==> src/rtl/boot_pkg.sv <==
// Shared types for the instruction-memory boot loader: FSM states and the
// per-state control outputs.
package boot_pkg;

    localparam int HDR_BYTES  = 4;
    localparam int WORD_BYTES = 4;

    typedef enum logic [2:0] {
        IDLE,
        HDR,
        DATA,
        WRITE,
        DONE,
        ERR
    } state_t;

    typedef struct packed {
        logic s_ready;
        logic busy;
        logic done;
        logic err;
        logic core_rstn;
        logic imem_we;
    } ctrl_t;

    // Output values that hold for the whole time the FSM sits in state s.
    function automatic ctrl_t state_ctrl(state_t s);
        ctrl_t c;
        c = '0;
        case (s)
            HDR, DATA: begin
                c.s_ready = 1'b1;
                c.busy    = 1'b1;
            end
            WRITE: begin
                c.busy    = 1'b1;
                c.imem_we = 1'b1;
            end
            DONE: begin
                c.done      = 1'b1;
                c.core_rstn = 1'b1;
            end
            ERR:     c.err = 1'b1;
            default: c = '0;
        endcase
        return c;
    endfunction

endpackage

==> src/rtl/boot_word_packer.sv <==
// Packs a byte stream into 32-bit little-endian words; the header count and
// the data words both go through this one packer.
module boot_word_packer
    import boot_pkg::*;
(
    input  logic        clk,
    input  logic        rst,
    input  logic        clear_i,
    input  logic        byte_en_i,
    input  logic [7:0]  byte_i,
    output logic [31:0] word_o,
    output logic        word_full_o
);

    logic [1:0]  cnt_q;
    logic [31:0] word_q;

    assign word_full_o = byte_en_i && (cnt_q == 2'(WORD_BYTES - 1));
    assign word_o      = word_q;

    // NOTE: sequential state is updated with non-blocking assignments only.
    always_ff @(posedge clk or posedge rst) begin
        if (rst) begin
            cnt_q  <= '0;
            word_q <= '0;
        end else if (clear_i) begin
            cnt_q  <= '0;
            word_q <= '0;
        end else if (byte_en_i) begin
            word_q[8*cnt_q +: 8] <= byte_i;
            cnt_q                <= cnt_q + 2'd1;
        end
    end

endmodule

==> src/rtl/imem_boot_ctrl.sv <==
// Boot loader: reads a word-count header and that many words from a byte
// stream, writes them to I-mem, then releases the core from reset.
module imem_boot_ctrl
    import boot_pkg::*;
#(
    parameter int MEM_DEPTH = 256,
    parameter int ADDR_W    = 8
) (
    input  logic              clk,
    input  logic              rst,
    input  logic              start,
    input  logic              s_valid,
    input  logic [7:0]        s_data,
    output logic              s_ready,
    output logic              imem_we,
    output logic [ADDR_W-1:0] imem_addr,
    output logic [31:0]       imem_wdata,
    output logic              core_rstn,
    output logic              busy,
    output logic              done,
    output logic              err
);

    state_t            state_q, state_d;
    ctrl_t             ctrl_q;
    logic [ADDR_W-1:0] word_idx_q, word_idx_d;
    logic [ADDR_W-1:0] last_idx_q, last_idx_d;
    logic              clear;
    logic              byte_en;
    logic              word_full;
    logic [31:0]       pk_word;
    logic [31:0]       hdr_count;

    assign byte_en = s_valid & ctrl_q.s_ready;
    // Complete header value on the edge its last byte arrives.
    assign hdr_count = {s_data, pk_word[23:0]};

    boot_word_packer u_packer (
        .clk         (clk),
        .rst         (rst),
        .clear_i     (clear),
        .byte_en_i   (byte_en),
        .byte_i      (s_data),
        .word_o      (pk_word),
        .word_full_o (word_full)
    );

    // NOTE: every signal written here gets a default first so no latch is inferred.
    always_comb begin
        state_d    = state_q;
        word_idx_d = word_idx_q;
        last_idx_d = last_idx_q;
        clear      = 1'b0;
        case (state_q)
            IDLE, DONE, ERR: begin
                if (start) begin
                    state_d    = HDR;
                    word_idx_d = '0;
                    clear      = 1'b1;
                end
            end
            HDR: begin
                if (word_full) begin
                    if (hdr_count == 32'd0) begin
                        state_d = DONE;
                    end else if (hdr_count > 32'(MEM_DEPTH)) begin
                        state_d = ERR;
                    end else begin
                        last_idx_d = ADDR_W'(hdr_count - 32'd1);
                        state_d    = DATA;
                    end
                end
            end
            DATA: begin
                if (word_full) state_d = WRITE;
            end
            WRITE: begin
                if (word_idx_q == last_idx_q) begin
                    state_d = DONE;
                end else begin
                    word_idx_d = word_idx_q + ADDR_W'(1);
                    state_d    = DATA;
                end
            end
            default: state_d = IDLE;
        endcase
    end

    // Outputs are registered from the next state so they line up with state_q.
    always_ff @(posedge clk or posedge rst) begin
        if (rst) begin
            state_q    <= IDLE;
            ctrl_q     <= '0;
            word_idx_q <= '0;
            last_idx_q <= '0;
        end else begin
            state_q    <= state_d;
            ctrl_q     <= state_ctrl(state_d);
            word_idx_q <= word_idx_d;
            last_idx_q <= last_idx_d;
        end
    end

    assign s_ready    = ctrl_q.s_ready;
    assign busy       = ctrl_q.busy;
    assign done       = ctrl_q.done;
    assign err        = ctrl_q.err;
    assign core_rstn  = ctrl_q.core_rstn;
    assign imem_we    = ctrl_q.imem_we;
    assign imem_addr  = word_idx_q;
    assign imem_wdata = pk_word;

endmodule
==> config.mk <==
export PLATFORM = sky130hd
export DESIGN_NAME = imem_boot_ctrl
export DESIGN_NICKNAME = d
export VERILOG_FILES = /design/src/rtl/boot_pkg.sv /design/src/rtl/boot_word_packer.sv /design/src/rtl/imem_boot_ctrl.sv
export SDC_FILE = /design/constraint.sdc
export NUM_CORES = 1
export LEC_CHECK = 0
export BUFFER_PORTS_ARGS = -buffer_cell sky130_fd_sc_hd__buf_2
export CORE_MARGIN = 2
export CORE_UTILIZATION = 50
export DETAILED_ROUTE_END_ITERATION = 8
export GPL_TIMING_DRIVEN = 0
export PLACE_DENSITY = 0.76
export SYNTH_ARGS = -nofsm -noshare
export SYNTH_HDL_FRONTEND = slang
export SYNTH_HIERARCHICAL = 1
export SYNTH_SLANG_ARGS = --single-unit
==> constraint.sdc <==
create_clock -name clk -period 5.5 [get_ports clk]
set_clock_uncertainty 0.2 [all_clocks]
set_input_delay 0.825 -clock clk [delete_from_list [all_inputs] [get_ports clk]]
set_output_delay 0.825 -clock clk [all_outputs]
set_load 0.01 [all_outputs]
# Yosys cells after proc, flatten, opt, wreduce, memory -nomap -nowiden
# Index checks and enable logic that the tools add are counted.
[totals] register_bits=58 in_bits=12 out_inout_bits=46
[classes] n_addsub=4 order_cmp=1 eq_ne=14 shift=2 muxes=22 n_bitwise=3 reduce_logical=10
[ops] operator="two-way mux 32 bit" n=2
[ops] operator="negator 5 -> 34 bit" n=1
[ops] operator="variable shift 8 x 34 -> 32 bit, first input constant" n=1
[ops] operator="variable part select 8 x 34 -> 32 bit" n=1
[ops] operator="bitwise mux 32 bit" n=1
[ops] operator="> comparator 32 x 9 -> 1 bit, second input constant" n=1
[ops] operator="zero test 32 bit" n=1
[ops] operator="two-way mux 3 bit" n=6
[ops] operator="two-way mux 8 bit" n=2
[ops] operator="case mux 8 bit (2 select lines)" n=1
[ops] operator="== test 3 x 2 -> 1 bit, second input constant" n=4
[ops] operator="== test 3 bit, second input constant" n=4
[ops] operator="case mux 3 bit (4 select lines)" n=1
[ops] operator="adder 8 x 1 -> 8 bit, second input constant" n=1
[ops] operator="== test 8 bit" n=1
[ops] operator="subtractor 8 x 1 -> 8 bit, second input constant" n=1
[ops] operator="two-way mux 1 bit" n=7
[ops] operator="== test 3 x 1 -> 1 bit, second input constant" n=2
[ops] operator="OR reduction 3 bit" n=2
[ops] operator="two-way mux 2 bit" n=2
[ops] operator="inequality test 2 bit, second input constant" n=2
[ops] operator="AND reduction 4 bit" n=1
[ops] operator="nonzero test 2 bit" n=2
[ops] operator="zero test 3 bit" n=1
[ops] operator="other kinds (7)" n=8

# Logic depth before layout (Yosys ltp)
[logic_depth] depth_word=8 mapped_depth=8

# Modules after synthesis
# Netlist, hierarchy kept.
[by_module_without_submodules] mod="boot_word_packer" n_inst=1 cells_each=124 area_per_inst_um2=1587.8 seq_area_each_um2=850.8
[by_module_without_submodules] mod="imem_boot_ctrl" n_inst=1 cells_each=141 area_per_inst_um2=1426.4 seq_area_each_um2=600.6

# Worst setup path after synthesis
# No wires, ideal clock.
[synth_path] path_type="in2reg" startpoint="in start" endpoint="reg u_packer.word_q[8] (netlist: u_packer/word_o[8])" arrival_ns=2.368 t_required_ns=5.178 path_slack_ns=2.810 path_stages=7 path_buffers=3 cell_sequence="or3b_2 -> clkbuf_1 -> inv_1 -> and4bb_2 -> clkbuf_2 -> buf_6 -> a32o_1"
[synth_via] elab_chain_cells=3 elab_cells_between_ends=4 cone_classes="mux: 3; reduce/logical: 1"
[synth_lines] element="start: declaration" line_no="imem_boot_ctrl.sv:11" text="input logic start,"
[synth_lines] element="two-way mux 1 bit (*)" line_no="imem_boot_ctrl.sv:56" text="if (start) begin"
[synth_lines] element="two-way mux 1 bit (*)" line_no="imem_boot_ctrl.sv:54" text="case (state_q)"
[synth_lines] element="named net clear" line_no="imem_boot_ctrl.sv:28" text="logic clear;"
[synth_lines] element="two-way mux 32 bit or nonzero test 2 bit (tied branches)"
[synth_lines] element="end signal: indexed assignment" line_no="boot_word_packer.sv:30" text="word_q[8*cnt_q +: 8] <= byte_i;"
[synth_lines] element="end: declaration" line_no="boot_word_packer.sv:16" text="logic [31:0] word_q;"
# Mark *: on every way through the listed nets, which the timed path passes. The rest lies on a longest branch.
# A chain may end at the register's enable or synchronous reset.

# Worst setup path in the final report
# Ends and elaborated chain as after synthesis.

==> metrics.md <==
| Metric | Value |
|---|---|
| Tmin final | `2.76 ns` |
| Stages on the worst setup path | `8` |
| Final Wtd Congestion | `0.764` |
| Share of layout cells above drive strength 1 | `31.0%` |
| Worst Tran Pin Value | `0.876 ns` |
| Pleak | `1.81 nW` |
| CP delay by family, top | `buffers and inverters` |
| Power after layout | `1.85 mW` |
| CTS tree | `done` |
| Die Height | `81.6 um` |
| Area delta synth->final | `19.3%` |
| Worst R2R Path Depth | `8` |
| Hold Path Class | `input port to async pin` |
| Worst path bufs/invs | `5` |
| Post-route ant nets | `0` |
| Synth top area cells | `dfrtp_1, a32o_1, o32ai_2` |
| Outcome | `finished clean` |
| Total routed wirelength | `6570 um` |
| Critical path launch point type | `input port` |
| Final Max Tran Viols | `0` |
| Post-Syn Nets | `285` |
| Nets | `354` |
| GR Util All Layers | `22.0%` |
| Clock Sinks | `58` |
| Via count | `2351` |
| First-pass GRT wire length | `11000 um` |
| Synth Warn # | `6` |
| Remaining DRCs | `0` |
| CP max FO | `11` |
| Critical Path Max Stage Delay | `0.44 ns` |
| CTS root buffer | `clkbuf_8` |
| Final setup TNS | `0 ns` |
| DRT Pass-1 Iters | `6` |
| Pwr per Cell Area | `514 nW/um^2` |
| Max-cap violations | `0` |
| Largest area contributor in the netlist | `dfrtp_1` |
| Setup-failing EPs final | `0` |
| Die X | `81.6 um` |
| Finished Cell Area | `3600 um^2` |
| Core box area | `5890 um^2` |
| Die Area | `6670 um^2` |
| Initial Util | `51.2%` |
| Clock buffer depth | `2` |
| Period utilisation layout | `50.2%` |
| Initial antenna violation count | `0` |
| Largest net degree at the start of global routing | `35` |
| Yosys cell types | `47` |
| Post-synthesis sequential area ratio | `48.2%` |
| Crit-path cells | `buf_2, or3b_2, clkbuf_1, inv_1, and4bb_2, clkbuf_2, buf_6, a32o_1` |
| Vias in the first global route | `2329` |
| Hold buffer count at CTS | `0` |
| Worst path required time | `5.52 ns` |
| Ant diodes | `0` |
| Crit path kind | `input port to flip-flop` |
| FMAX | `0.363 GHz` |
| Top-area cell type share of the netlist area | `48.2%` |
| Input/output buffers | `57` |
| Number of synthesized flops with an enable pin | `0` |
| GRT overflow | `0` |
| TritonCTS buffer count | `9` |
| Ports | `58` |
| Post-CTS Setup Bufs | `0` |
| RSZ-0062 raised after global routing | `false` |
| Synth Register Bits | `58` |
| Fill cell count | `490` |
| Final hold slack | `0.211 ns` |
| Crit end category | `flip-flop` |
| Hpwl dp | `4750 um` |
| Cell Area, Placed | `3390 um^2` |
| H-tree levels | `3` |
| Crit path arrival time | `2.78 ns` |
| Top_reg_cell synth | `dfrtp_1` |
| Clk slew on worst S/H paths | `0.06 ns` |
| Synth Instances | `265` |
| Slew HR | `41.5%` |
| Row Count | `28` |
| Worst skew pair latency | `0.33 ns` |
| Synth Cell Area | `3010 um^2` |
| Hold Fails Final Rpt | `0` |
| Post-CTS sizing | `0` |
| Ys async rst share | `100%` |
| WL per Instance | `15.9 um` |
| Vias per Instance | `5.68` |
| Mapped Avg Cell Area | `11.4 um^2` |
| Slowest cell on the critical path | `or3b_2` |
| 1st-iter DRT viols | `83` |
| Max VDD drop | `0.333 mV` |
[kinds of logic after synthesis]
logic type      after synthesis  share of synthesized area, %
compound gates               52                          17.6
buf+inv                      35                          5.85
flops                        58                          48.2
simple gates                 85                          15.8
mux                          11                          4.69
xor+xnor                     16                          4.65
fa+ha+maj                     8                          3.32
[placed cells by master, fill, tap and decap left out, types with 8 or more instances in the layout]
| cell | instances |
|---|---|
| a32o_1 | 24 |
| buf_2 | 57 |
| clkbuf_8 | 12 |
| dfrtp_1 | 58 |
| ha_1 | 8 |
| inv_1 | 21 |
| nand2_1 | 22 |
| nor2_1 | 12 |
| nor2b_1 | 11 |
| o32ai_2 | 8 |
| xnor2_1 | 11 |
[synth_stat cells (all sizes together), types with 3 or more instances]
library cell / number
a21oi: 5
nor2: 12
nand4: 6
nor2b: 11
nand3: 5
dfrtp: 58
mux2: 7
buf: 8
nand2: 22
xor2: 5
clkbuf: 5
or4: 3
inv: 22
o32ai: 8
xnor2: 11
mux2i: 4
o21ai: 3
ha: 8
and2: 8
a32o: 24
nor4: 5
[layer usage]
metal  wire, um  global-route usage, %
met2       3180                   34.8
met4        163                   12.0
met3        385                   4.73
met5          0                      0
met1       2840                   28.4
[flip-flops by register name (all words and copies together) (netlist names)]
signal	count
imem_addr	8
imem_we	1
last_idx_q	8
u_packer/cnt_q	2
s_ready	1
state_q	3
busy	1
u_packer/word_o	32
err	1
core_rstn	1
[final cells by class]
type / instances / area [um^2] / area share [%]
Tap cell: 75 / 93.8 / 2.61
Inverter: 22 / 82.6 / 2.30
Sequential cell: 58 / 1450 / 40.4
Timing Repair Buffer: 58 / 305 / 8.49
Buffer: 13 / 93.8 / 2.61
Clock buffer: 14 / 173 / 4.80
Multi-Input combinational cell: 172 / 1390 / 38.6
Clock inverter: 2 / 10.0 / 0.278
[worst paths after layout]
kind                                          start                  end  slack, ns
worst max-delay path                          start   u_packer/word_o[8]       2.74
min in group clk                u_packer/word_o[29]  u_packer/word_o[29]       0.29
worst min-delay path                            rst  u_packer/word_o[17]       0.21
worst max register to register           state_q[0]   u_packer/word_o[8]       2.75
max in group asynchronous                       rst         imem_addr[0]       4.08
worst min register to register  u_packer/word_o[29]  u_packer/word_o[29]       0.29
[worst register-to-register path, stage by stage, from the launching register on]
cell and delay [ns]:
dfrtp_1 0.38, nor2b_1 0.19, or3b_2 0.45, clkbuf_1 0.21, inv_1 0.36, and4bb_2 0.27, clkbuf_2 0.17, buf_6 0.17
a32o_1 0.24
[power breakdown]
group	switching (mW)	total, mW	internal (mW)
combinational	0.456	0.806	0.350
clock	0.161	0.361	0.199
sequential	0.127	0.681	0.554
total	0.744	1.85	1.10
[through the flow]
| stage | util (%) | std cells | worst slack (ns) |
|---|---|---|---|
| finish | 61.1 | 414 | 2.74 |
| global route | 61.1 | 414 | 2.64 |
| CTS | 60.8 | 413 | 2.77 |
| detailed placement | 57.7 | 397 | 2.41 |
| global placement | 57.7 | 397 | 2.44 |
| floorplan | - | 265 | 2.81 |
Power figures use the tool's default switching activity.
